File: config.mk
export PLATFORM = sky130hd
export DESIGN_NAME = powlib_hs_arbiter
export DESIGN_NICKNAME = d
export VERILOG_FILES = /design/src/rtl/powlib_hs_pkg.sv /design/src/rtl/powlib_rr_arbiter.sv /design/src/rtl/powlib_hs_arbiter.sv
export SDC_FILE = /design/constraint.sdc
export NUM_CORES = 1
export LEC_CHECK = 0
export ABC_AREA = 1
export CORE_MARGIN = 4
export CORE_UTILIZATION = 45
export CTS_CLUSTER_SIZE = 30
export DETAILED_ROUTE_END_ITERATION = 8
export GPL_TIMING_DRIVEN = 0
export PLACE_DENSITY_LB_ADDON = 0.08
export SYNTH_ARGS = -nofsm -noshare
export SYNTH_HDL_FRONTEND = slang
export SYNTH_HIERARCHICAL = 1
export SYNTH_SLANG_ARGS = --single-unit
File: constraint.sdc
create_clock -name clk -period 6.4 [get_ports clk]
set_input_delay 1.28 -clock clk [delete_from_list [all_inputs] [get_ports clk]]
set_output_delay 1.28 -clock clk [all_outputs]
set_load 0.05 [all_outputs]
File: src/rtl/powlib_hs_pkg.sv
// Shared definitions for the 4-phase handshake arbiter: FSM encoding and
// a constant-foldable ceil(log2) helper used to size index fields.
package powlib_hs_pkg;

  typedef enum logic [1:0] {
    IDLE = 2'd0,
    REQ  = 2'd1,
    REL  = 2'd2
  } hs_state_e;

  function automatic int clog2(input int value);
    int r;
    int v;
    r = 0;
    v = value - 1;
    while (v > 0) begin
      r = r + 1;
      v = v >> 1;
    end
    return r;
  endfunction

endpackage

File: src/rtl/powlib_rr_arbiter.sv
// Combinational round-robin picker: first asserted req at or above ptr,
// wrapping around. Returns one-hot grant, its index and an any flag.
module powlib_rr_arbiter
  import powlib_hs_pkg::*;
#(
  parameter  int N  = 4,
  localparam int GW = (N > 1) ? clog2(N) : 1
) (
  input  logic [N-1:0]  req,
  input  logic [GW-1:0] ptr,
  output logic [N-1:0]  gnt,
  output logic [GW-1:0] gnt_id,
  output logic          any
);

  logic [GW:0]   sum;
  logic [GW-1:0] idx;

  always_comb begin
    gnt    = '0;
    gnt_id = '0;
    any    = 1'b0;
    sum    = '0;
    idx    = '0;
    for (int k = 0; k < N; k++) begin
      // ptr is always < N, so a single subtraction is enough for the wrap
      sum = {1'b0, ptr} + (GW+1)'(k);
      if (sum >= (GW+1)'(N)) begin
        sum = sum - (GW+1)'(N);
      end
      idx = sum[GW-1:0];
      if (!any && req[idx]) begin
        any      = 1'b1;
        gnt[idx] = 1'b1;
        gnt_id   = idx;
      end
    end
  end

endmodule

File: src/rtl/powlib_hs_arbiter.sv
// Source-side controller sharing one 4-phase req/ack crossing among N
// requesters: round-robin grant, word capture into a holding register, REQ/REL sequencing.
module powlib_hs_arbiter
  import powlib_hs_pkg::*;
#(
  parameter  int N  = 4,
  parameter  int W  = 16,
  parameter  int TO = 0,
  localparam int GW = clog2(N)
) (
  input  logic            clk,
  input  logic            rst,
  input  logic [N-1:0]    in_vld,
  input  logic [N*W-1:0]  in_data,
  output logic [N-1:0]    in_rdy,
  output logic            xreq,
  output logic [W-1:0]    xdata,
  input  logic            xack,
  output logic            busy,
  output logic [GW-1:0]   grant_id,
  output logic            err
);

  localparam int CW = (TO > 1) ? clog2(TO) : 1;
  localparam logic [CW-1:0] TO_LAST = CW'((TO > 0) ? TO - 1 : 0);

  // Handshake: a requester's word is consumed in the cycle in_vld[i] & in_rdy[i];
  // in_rdy is a one-cycle registered pulse, so requesters hold in_vld/in_data until then.

  hs_state_e     state;
  hs_state_e     state_nxt;
  logic [GW-1:0] ptr;
  logic [GW-1:0] ptr_nxt;
  logic [CW-1:0] cnt;
  logic [CW-1:0] cnt_nxt;
  logic [N-1:0]  in_rdy_nxt;
  logic [W-1:0]  xdata_nxt;
  logic [GW-1:0] grant_id_nxt;
  logic          err_nxt;

  logic [N-1:0]  arb_gnt;
  logic [GW-1:0] arb_id;
  logic          arb_any;
  logic          grant;
  logic [W-1:0]  words [N];

  for (genvar i = 0; i < N; i++) begin : g_words
    assign words[i] = in_data[i*W +: W];
  end

  powlib_rr_arbiter #(.N(N)) u_rr (
    .req    (in_vld),
    .ptr    (ptr),
    .gnt    (arb_gnt),
    .gnt_id (arb_id),
    .any    (arb_any)
  );

  // A stale ack from the previous transfer blocks any new grant
  assign grant = (state == IDLE) && arb_any && !xack;

  always_comb begin
    state_nxt    = state;
    ptr_nxt      = ptr;
    cnt_nxt      = cnt;
    in_rdy_nxt   = '0;
    xdata_nxt    = xdata;
    grant_id_nxt = grant_id;
    err_nxt      = err;
    case (state)
      IDLE: begin
        if (grant) begin
          state_nxt    = REQ;
          in_rdy_nxt   = arb_gnt;
          xdata_nxt    = words[arb_id];
          grant_id_nxt = arb_id;
          ptr_nxt      = (arb_id == GW'(N-1)) ? '0 : arb_id + GW'(1);
          cnt_nxt      = '0;
        end
      end
      REQ: begin
        if (xack) begin
          state_nxt = REL;
          cnt_nxt   = '0;
        end else if ((TO != 0) && (cnt == TO_LAST)) begin
          state_nxt = REL;
          err_nxt   = 1'b1;
          cnt_nxt   = '0;
        end else begin
          cnt_nxt = cnt + CW'(1);
        end
      end
      REL: begin
        if (!xack) begin
          state_nxt = IDLE;
        end
      end
      default: state_nxt = IDLE;
    endcase
  end

  always_ff @(posedge clk or negedge rst) begin
    if (!rst) begin
      state    <= IDLE;
      ptr      <= '0;
      cnt      <= '0;
      in_rdy   <= '0;
      xreq     <= 1'b0;
      xdata    <= '0;
      busy     <= 1'b0;
      grant_id <= '0;
      err      <= 1'b0;
    end else begin
      state    <= state_nxt;
      ptr      <= ptr_nxt;
      cnt      <= cnt_nxt;
      in_rdy   <= in_rdy_nxt;
      xreq     <= (state_nxt == REQ);
      xdata    <= xdata_nxt;
      busy     <= (state_nxt != IDLE);
      grant_id <= grant_id_nxt;
      err      <= err_nxt;
    end
  end

  a_rdy_onehot: assert property (@(posedge clk) disable iff (!rst) $onehot0(in_rdy));
  a_rdy_xreq:   assert property (@(posedge clk) disable iff (!rst) (in_rdy != '0) |-> xreq);
  a_busy_state: assert property (@(posedge clk) disable iff (!rst) busy == (state != IDLE));
  a_xreq_state: assert property (@(posedge clk) disable iff (!rst) xreq == (state == REQ));

endmodule

==> impl_metrics.tcl <==
set metrics [dict create \
    status "complete, no violations" \
    yosysWarnings 6 \
    cts_root_buf "clkbuf_8" \
    numCtsBuffers 3 \
    slew_violations 0 \
    critPathLaunchType "input pin" \
    netlist_instances 375 \
    total_power_mw 1.99 \
    dpl.cell_count 536 \
    cts_resized 0 \
    vias 2508 \
    cts_sinks 28 \
    fin_skew_ns 0.00512 \
    gp_congestion 0.909 \
    die_y_um 79.5 \
    final_cell_count_no_fill 540 \
    first_pass_iters 4 \
    min_from "xdata[0]" \
    clk_pin_slew_worst_paths_ns 0.10 \
    grt_usage_pct 20.7 \
    seq_area_um2 701 \
    num_antenna_cells 0 \
    placed_area_um2 3330 \
    ys_seq_elements 28 \
    place_hpwl_mm 4.99 \
    max_slew_margin_pct 57.6 \
    fin_ws_ns 3.08 \
    final_common_cell "nand2_1" \
    yosysSeqAreaShare_pct 30.4 \
    synthesis.area_um2 2300 \
    antenna_found_initial 0 \
    grt_max_degree 29 \
    antenna_left 0 \
    cp-startpoint "in_vld[1]" \
    synth.avg_cell_area_um2 6.14 \
    path_max_fanout 10 \
    crit_type "in2reg" \
    total_leakage_power_nw 1.91 \
    area_growth_syn_to_layout_pct 47.4 \
    finalCritPeriodShare_pct 51.9 \
    first_iter_violations 66 \
    io_pins 96 \
    rsz0062_at_grt "no" \
    finish.instance_area_um2 3390 \
    finalHoldViolCount 0 \
    worstMarginPinSlew_ns 0.635 \
    yosysTopAreaCell "dfrtp_1" \
    grt_pass1_wl_mm 10.6 \
    period_minus_slack_ns 3.32 \
    postCtsSetupBuffers 0 \
    syn_nets 452 \
    drcViolationCount 0 \
    start_util_pct 47.5 \
    synthTopCellsByArea "dfrtp_1 (30%), nand2_1 (25%), inv_1 (13%)" \
    crit_path_end "xdata[14]" \
    cp-end-kind "flop" \
    holdCritPathClass "reg2reg" \
    via_per_inst 4.64 \
    vdd_ir_drop_max_mv 0.431 \
    p_per_area_nw_per_um2 587 \
    die_x_um 79.5 \
    grt-ovfl-total 0 \
    fmax_mhz 301 \
    fill_cells 435 \
    r2r_cells 15 \
    required_ns 6.58 \
    pre_cts_slack_ns 2.83 \
    setup_violations 0 \
    synth_top_cell_area_share_pct 30.4 \
    setup_tns_ns 0 \
    reg2reg_slack_ns 3.53 \
    netlist-cell-type-count 21 \
    core_area_um2 4850 \
    multi_input_area_um2 1160 \
    clk-insertion-delay-late_ns 0.28 \
    totalWireLength_mm 6.34 \
    rr_endpoint "xdata[14]" \
    final_cell_mix "nand2_1 (153), clkdlybuf4s50_1 (93), inv_1 (79), nand3_1 (46), dfrtp_1 (28)" \
    clk_path_buf_depth 2 \
    layout-drive-gt1-share_pct 7.82 \
    cap_violations 0 \
    fp-row-count 25 \
    r2r-start "ptr[0]" \
    nets 551 \
    cp.arrival_ns 3.50 \
    htreeDepth 1 \
    dieArea_um2 6330 \
    wire_per_inst_um 11.7 \
    cts_tree "yes" \
    grt_pass1_vias 2338 \
    io_buffers 94 \
    ctsHoldBuffers 0 \
]
==> stage by stage <==
step | util, % | hold WS, ns
2_1_floorplan | - | 0.530
3_3_place_gp | 68.6 | 0.462
3_5_place_dp | 68.6 | 0.465
4_1_cts | 70.1 | 0.490
5_1_grt | 70.0 | 0.515
6_report | 70.0 | 0.487
==> registers in the layout (all words and copies together), names as in the netlist <==
name / cells
in_rdy: 4
state: 2
ptr: 2
xdata: 16
xreq: 1
grant_id: 2
busy: 1
==> kinds of logic (layout without fill, tap and decap cells) <==
group	count (synthesis)	after routing	share of synthesized area, %
DFF	28	28	30.4
buffers and inverters	98	196	19.0
and+or+nand+nor	227	227	43.5
AOI/OAI and AO/OA	15	15	3.69
other	1	1	0.163
adders and majority gates	6	6	3.26
==> layer usage <==
metal	GRT usage [%]	share of wire, %	routed length (µm)
met1	24.5	39	2470
met3	3.95	8.2	517
met4	4.81	1.2	78
met2	38.4	52	3280
met5	0	0	0
==> worst min path at each step <==
stage	end	slack, ns	cells past startpoint
floorplan	state[1]	0.53	2
CTS	xdata[5]	0.49	2
detailed placement	xdata[0]	0.46	2
global route	xdata[5]	0.51	2
global placement	xdata[3]	0.46	2
finish	xdata[0]	0.49	2
==> final cells by class <==
| cell class | instances | share of cell area, % |
|---|---|---|
| buffer | 15 | 3.58 |
| clock buffer | 3 | 1.22 |
| clock inverter | 1 | 0.885 |
| inverter | 83 | 9.33 |
| multi-input combinational | 249 | 34.3 |
| sequential | 28 | 20.6 |
| tap | 67 | 2.47 |
| timing repair buffer | 94 | 27.6 |
==> synthesized netlist by cell type <==
cell      instances
nand2_4           1
o21ai_0           4
inv_2             3
a21boi_0          4
buf_2             7
a21oi_1           7
clkinv_4          1
nor2_4            2
nand3_4           2
nand3_2           1
buf_6             7
inv_1            79
nand3_1          46
nand4_1           7
ha_1              6
conb_1            1
buf_4             1
nand2_2           7
dfrtp_1          28
nand2_1         153
nor2_1            8
==> report_power, final <==
group	leakage, nW	switching (mW)	internal (mW)	total [mW]
Sequential	0.354	0.0508	0.252	0.302
Combinational	1.52	0.997	0.555	1.55
Clock	0.0357	0.0555	0.0838	0.139
==> critical path, stage by stage <==
cell and delay, ns:
clkdlybuf4s50_1 0.43, inv_1 0.06, nand2_1 0.07, nand3_2 0.17
nand2_4 0.07, nor2_1 0.34, a21oi_1 0.12, nand3_1 0.18
buf_6 0.15, buf_2 0.24, nand2_1 0.11, nand3_1 0.10
nand2_1 0.06, nand2_1 0.06, nand2_1 0.04
(Power assumes the default switching activity.)
